### src/rtl/onehot_serial_encoder_if.sv
// Handshake bundle for onehot_serial_encoder.
// The vector-in side and the index-out stream share one interface.
// The slave modport is the encoder's view. The master modport is the
// view of the logic that drives vectors and consumes indices.
interface onehot_serial_encoder_if #(
    parameter int N = 3
);
    localparam int W = 1 << N;

    // Vector-in handshake
    logic         in_valid;
    logic         in_ready;
    logic [W-1:0] in_vec;

    // Index-out stream
    logic         out_valid;
    logic         out_ready;
    logic [N-1:0] out_idx;
    logic         out_last;

    // Status
    logic         zero_vec;
    logic         busy;

    modport slave (
        input  in_valid,
        input  in_vec,
        input  out_ready,
        output in_ready,
        output out_valid,
        output out_idx,
        output out_last,
        output zero_vec,
        output busy
    );

    modport master (
        output in_valid,
        output in_vec,
        output out_ready,
        input  in_ready,
        input  out_valid,
        input  out_idx,
        input  out_last,
        input  zero_vec,
        input  busy
    );
endinterface

### src/rtl/onehot_serial_encoder.sv
// onehot_serial_encoder: accepts a 2**N-bit request vector and streams the
// binary index of every set bit, one index per out handshake. out_last
// marks the final index of each vector.
//
// Optional macro ONEHOT_ENC_MSB_FIRST_EN selects the scan order:
//   undefined - lowest set bit first (ascending order)
//   defined   - highest set bit first (descending order)
//
// Every stream output is decoded from r_state and r_pending only, so there
// is no combinational path from the in_* inputs to the out_* outputs.
module onehot_serial_encoder #(
    parameter int N = 3
) (
    input  logic                    clk,
    input  logic                    rst_n,
    onehot_serial_encoder_if.slave  bus
);
    localparam int W = 1 << N;

    typedef enum logic {
        ST_IDLE = 1'b0,
        ST_EMIT = 1'b1
    } state_t;

    state_t       r_state;
    state_t       w_state_next;
    logic [W-1:0] r_pending;
    logic [W-1:0] w_pending_next;
    logic         r_zero_vec;
    logic         w_zero_vec_next;

    // w_chain carries the running OR of pending bits that have already
    // been passed in scan order. A bit is selected when it is set and no
    // earlier bit in scan order is set.
    logic [W:0]   w_chain;
    logic [W-1:0] w_sel;
    logic         w_any;
    logic         w_single;
    logic [N-1:0] w_idx;
    logic [W-1:0] w_idx_terms [N];

    generate
        genvar gi;
        genvar gb;
`ifdef ONEHOT_ENC_MSB_FIRST_EN
        // Descending scan: w_chain[gi] is the OR of r_pending[W-1:gi].
        assign w_chain[W] = 1'b0;
        for (gi = 0; gi < W; gi = gi + 1) begin : g_scan
            assign w_chain[gi] = w_chain[gi+1] | r_pending[gi];
            assign w_sel[gi]   = r_pending[gi] & ~w_chain[gi+1];
        end
        assign w_any = w_chain[0];
`else
        // Ascending scan: w_chain[gi] is the OR of r_pending[gi-1:0].
        assign w_chain[0] = 1'b0;
        for (gi = 0; gi < W; gi = gi + 1) begin : g_scan
            assign w_chain[gi+1] = w_chain[gi] | r_pending[gi];
            assign w_sel[gi]     = r_pending[gi] & ~w_chain[gi];
        end
        assign w_any = w_chain[W];
`endif

        // Binary encoding of the one-hot select. Output bit gb is the OR of
        // the select lines whose index has bit gb set. An empty pending
        // register gives an all-zero select, so w_idx is forced to 0.
        for (gb = 0; gb < N; gb = gb + 1) begin : g_enc_bit
            for (gi = 0; gi < W; gi = gi + 1) begin : g_enc_term
                if (((gi >> gb) % 2) == 1) begin : g_on
                    assign w_idx_terms[gb][gi] = w_sel[gi];
                end else begin : g_off
                    assign w_idx_terms[gb][gi] = 1'b0;
                end
            end
            assign w_idx[gb] = |w_idx_terms[gb];
        end
    endgenerate

    // Exactly one bit is set: the register is non-empty, and clearing its
    // lowest set bit leaves it empty.
    assign w_single = w_any
                    & ~(|(r_pending & (r_pending - {{(W-1){1'b0}}, 1'b1})));

    // Registered outputs and state-decoded outputs
    assign bus.in_ready  = (r_state == ST_IDLE);
    assign bus.out_valid = (r_state == ST_EMIT);
    assign bus.busy      = (r_state == ST_EMIT);
    assign bus.out_idx   = w_idx;
    assign bus.out_last  = w_single;
    assign bus.zero_vec  = r_zero_vec;

    // State, pending vector and the zero_vec pulse register
    always_ff @(posedge clk or negedge rst_n) begin
        if (!rst_n) begin
            r_state    <= ST_IDLE;
            r_pending  <= '0;
            r_zero_vec <= 1'b0;
        end else begin
            r_state    <= w_state_next;
            r_pending  <= w_pending_next;
            r_zero_vec <= w_zero_vec_next;
        end
    end

    // Next-state logic: accept a vector in IDLE; retire one index per
    // out handshake in EMIT.
    always_comb begin
        w_state_next    = r_state;
        w_pending_next  = r_pending;
        w_zero_vec_next = 1'b0;
        case (r_state)
            ST_IDLE: begin
                if (bus.in_valid) begin
                    if (bus.in_vec == '0) begin
                        // Nothing to stream. Flag it and keep accepting.
                        w_zero_vec_next = 1'b1;
                    end else begin
                        w_pending_next = bus.in_vec;
                        w_state_next   = ST_EMIT;
                    end
                end
            end
            ST_EMIT: begin
                if (bus.out_ready) begin
                    w_pending_next = r_pending & ~w_sel;
                    if (w_single) begin
                        w_state_next = ST_IDLE;
                    end
                end
            end
            default: begin
                w_state_next = ST_IDLE;
            end
        endcase
    end
endmodule

### src/flat_wrapper.sv
// flat-port wrapper written by rule: the top's interface ports become plain ports
module onehot_serial_encoder_flat 
#(
    parameter int N = 3
)
  (clk, rst_n, bus_in_valid, bus_in_vec, bus_out_ready, bus_in_ready, bus_out_valid, bus_out_idx, bus_out_last, bus_zero_vec, bus_busy);
  onehot_serial_encoder_if #(.N(N)) bus_i ();
  input  logic clk;
  input  logic rst_n;
  input wire logic [$bits(bus_i.in_valid)-1:0] bus_in_valid;
  input wire logic [$bits(bus_i.in_vec)-1:0] bus_in_vec;
  input wire logic [$bits(bus_i.out_ready)-1:0] bus_out_ready;
  output wire logic [$bits(bus_i.in_ready)-1:0] bus_in_ready;
  output wire logic [$bits(bus_i.out_valid)-1:0] bus_out_valid;
  output wire logic [$bits(bus_i.out_idx)-1:0] bus_out_idx;
  output wire logic [$bits(bus_i.out_last)-1:0] bus_out_last;
  output wire logic [$bits(bus_i.zero_vec)-1:0] bus_zero_vec;
  output wire logic [$bits(bus_i.busy)-1:0] bus_busy;
  assign bus_i.in_valid = bus_in_valid;
  assign bus_i.in_vec = bus_in_vec;
  assign bus_i.out_ready = bus_out_ready;
  assign bus_in_ready = bus_i.in_ready;
  assign bus_out_valid = bus_i.out_valid;
  assign bus_out_idx = bus_i.out_idx;
  assign bus_out_last = bus_i.out_last;
  assign bus_zero_vec = bus_i.zero_vec;
  assign bus_busy = bus_i.busy;
  onehot_serial_encoder #(.N(N)) u_core (.clk(clk), .rst_n(rst_n), .bus(bus_i));
endmodule
### config.mk
export PLATFORM = sky130hd
export DESIGN_NAME = onehot_serial_encoder_flat
export DESIGN_NICKNAME = d
export VERILOG_FILES = /design/src/rtl/onehot_serial_encoder_if.sv /design/src/rtl/onehot_serial_encoder.sv /design/src/flat_wrapper.sv
export SDC_FILE = /design/constraint.sdc
export NUM_CORES = 1
export LEC_CHECK = 0
export BUFFER_PORTS_ARGS = -buffer_cell sky130_fd_sc_hd__buf_2
export CORE_AREA = 8 8 58 60
export CTS_BUF_LIST = sky130_fd_sc_hd__clkbuf_2 sky130_fd_sc_hd__clkbuf_4 sky130_fd_sc_hd__clkbuf_8
export DETAILED_ROUTE_END_ITERATION = 16
export DIE_AREA = 0 0 66 68
export GPL_ROUTABILITY_DRIVEN = 0
export SLEW_MARGIN = 25
export SYNTH_ARGS = -nofsm -noshare
export SYNTH_HDL_FRONTEND = slang
export SYNTH_SLANG_ARGS = --single-unit
### constraint.sdc
create_clock -name clk -period 2.26 [get_ports clk]
set_input_delay 0.565 -clock clk [delete_from_list [all_inputs] [get_ports clk]]
set_output_delay 0.565 -clock clk [all_outputs]
set_load 0.02 [all_outputs]
==> out/metrics.cfg <==
[yosys]
synth_cell_type_count = 26
yosysWarningCount = 0
syn_area_um2 = 619
synth.net_count = 85
ys_seq_area_frac = 0.404
syn-instance-count = 73
syn_area_per_cell_um2 = 8.48
synth-seq-cells = 10

[critical_path]
path_max_fanout = 4
worstPathArrival_ns = 1.90
reg2reg_slack_ns = 0.37
start_kind = flop
worstPathRequired_ns = 1.69
path_class = reg2out
cp-end-kind = output port

[global_route]
grt_usage = 0.0920
grt_pass1_wl_um = 3120
antenna_found_initial = 0
grt_max_degree = 11
grt_pass1_vias = 660
grt.overflow.total = 0

[clock_network]
clk_latency_ns = 0.28
cts_max_level = 1
cts.sinks = 10
cts_buffers = 3
clock_path_buffers = 2
cts-root-buf = clkbuf_4
cts_hold_buf = 0
clk_pin_slew_worst_paths_ns = 0.07
tritoncts = built

[final_layout]
n_antenna_cell = 0
utilization = 0.326
nFillCells = 281
syn2layout_area_growth_pct = 35.2
drive_gt1_frac = 0.347
nets = 111

[drt]
wire_per_inst_um = 14.4
via_count = 658
detail-route-antenna-nets = 0
dr.first_iter.drc_count = 20
via_per_inst = 5.10
drt-total-wl_um = 1860
drc = 0
first_pass_iters = 4

[die]
initial_utilization = 0.241
core_area_um2 = 2570
die_area_um2 = 4490
design.portCount = 20
die_height_um = 68
die_w_um = 66
rows = 19

[pwr]
clock_power_share = 0.115
cellInternalPower_uw = 791
p_sw_uw = 656
p_leak_uw = 0.000404
swShare = 0.453
cellPowerDensity_nw_per_um2 = 1730
seq_power_share = 0.206
combPwrFrac = 0.679
peakVddDrop_uv = 677

[sta]
skew_ns = 0.00501
maxSlewViolCount = 0
setup_viol = 2
timing.final.ws_setup_ns = -0.201
worst_pin_slew_ns = 0.665
rsz0062_at_grt = yes
min_period_ns = 2.46
fin_crit_sh = 1.09
slew_headroom = 0.556
fmax_mhz = 406
hold_viol_final = 0

[flow_run]
maxCapViolations = 0

[place]
io_buffers = 19
dp_hpwl_um = 1510
pre_cts_ws_ns = 0.0223

[hold_path]
min_path_type = in2async

[status]
violations = negative setup slack
status = finished, violations left

## flip-flops by register name (all words and copies together) (netlist names)
| name | count |
|---|---|
| u_core.bus.zero_vec | 1 |
| u_core.bus.busy | 1 |
| u_core.r_pending | 8 |
## final cells by class
cell class,count,area (um^2),area share
tap,31,38.8,0.0463
inverter,2,7.51,0.00897
timing repair buffer,28,171,0.205
clock buffer,4,36.3,0.0433
sequential,10,250,0.299
multi-input combinational,54,333,0.398
## metrics by stage
stage | total power [uW] | hold WS, ns | instance area (um^2) | setup TNS (ns) | instances
2_1_floorplan | 915 | 0.269 | 619 | 0 | 73
3_3_place_gp | 1190 | 0.437 | 781 | 0 | 125
3_5_place_dp | 1200 | 0.439 | 781 | 0 | 125
4_1_cts | 1440 | 0.136 | 832 | -0.327 | 129
5_1_grt | 1560 | 0.153 | 837 | -0.419 | 129
6_report | 1450 | 0.135 | 837 | -0.299 | 129
## layout by cell type, fill, tap and decap left out, drive strengths merged, types with 2 or more instances in the layout
master / n
o21ai: 9
or3: 3
nand2: 4
nor4: 2
o22ai: 3
nor2: 7
a22o: 8
clkbuf: 4
inv: 2
dfrtp: 10
nor3: 7
buf: 28
## worst max-delay path, cell delays in order (launching register included)
cell	delay, ns
dfrtp_1	0.37
or4_4	0.57
xnor2_1	0.14
or3_1	0.33
nand2_1	0.09
buf_6	0.12
## power groups by stage
stage / combinational, uW / sequential [uW] / clock [uW]
after global routing: 1080 / 304 / 175
after floorplan: 594 / 321 / 0
after CTS: 975 / 297 / 169
final: 983 / 298 / 167
after global placement: 892 / 298 / 0
after detailed placement: 903 / 298 / 0
## kinds of logic (layout without fill, tap and decap cells)
logic type	after synthesis	in the layout	share of synthesized area
AO/OA/AOI/OAI	24	24	0.265
XOR/XNOR	2	2	0.0283
buffers and inverters	9	34	0.0768
flip-flops	10	10	0.404
AND/OR/NAND/NOR	28	28	0.226
## synthesized netlist by cell type
master,number,area (um^2)
dfrtp_1,10,250
a22o_1,8,70.1
nor2_1,7,26.3
nor3_1,7,35.0
o21ai_1,5,25.0
nand2_1,4,15.0
o21ai_0,4,20.0
clkbuf_1,3,11.3
o22ai_1,3,18.8
or3_1,3,18.8
buf_2,2,10.0
inv_1,2,7.51
nor4_1,2,12.5
a211oi_1,1,7.51
a21boi_1,1,7.51
a21oi_1,1,5.00
a311o_1,1,10.0
and2_1,1,6.26
and3_1,1,6.26
buf_4,1,7.51
buf_6,1,11.3
nand2b_1,1,6.26
nor2b_1,1,6.26
or4_1,1,7.51
xnor2_1,1,8.76
xor2_1,1,8.76
## worst paths after layout
path | from | to | cells past startpoint
hold / removal | rst_n | u_core.bus.zero_vec | 1
setup / recovery | u_core.r_pending[3] | bus_out_last | 5
min in group clk | bus_in_vec[0] | u_core.r_pending[0] | 2
setup reg to reg | u_core.r_pending[3] | u_core.bus.busy | 4
max in group asynchronous | rst_n | u_core.r_pending[3] | 1
hold reg to reg | u_core.r_pending[6] | u_core.r_pending[6] | 1
## timing repair
item | CTS | global route
gates resized for setup | 5 | 1
endpoints found under the setup margin | 2 | 2
gates cloned | 0 | 0
setup buffers | 0 | 0
## metal layers
| metal | global-route usage | wire, um | vias up | part of all wire |
|---|---|---|---|---|
| met5 | 0 | 0 | - | 0 |
| met4 | 0.0480 | 46 | 0 | 0.025 |
| met3 | 0.0311 | 139 | 5 | 0.075 |
| met2 | 0.174 | 974 | 17 | 0.53 |
| met1 | 0.0865 | 695 | 316 | 0.37 |
| li1 | - | - | 320 | - |
Note: power is estimated with default switching activity, not from simulation.
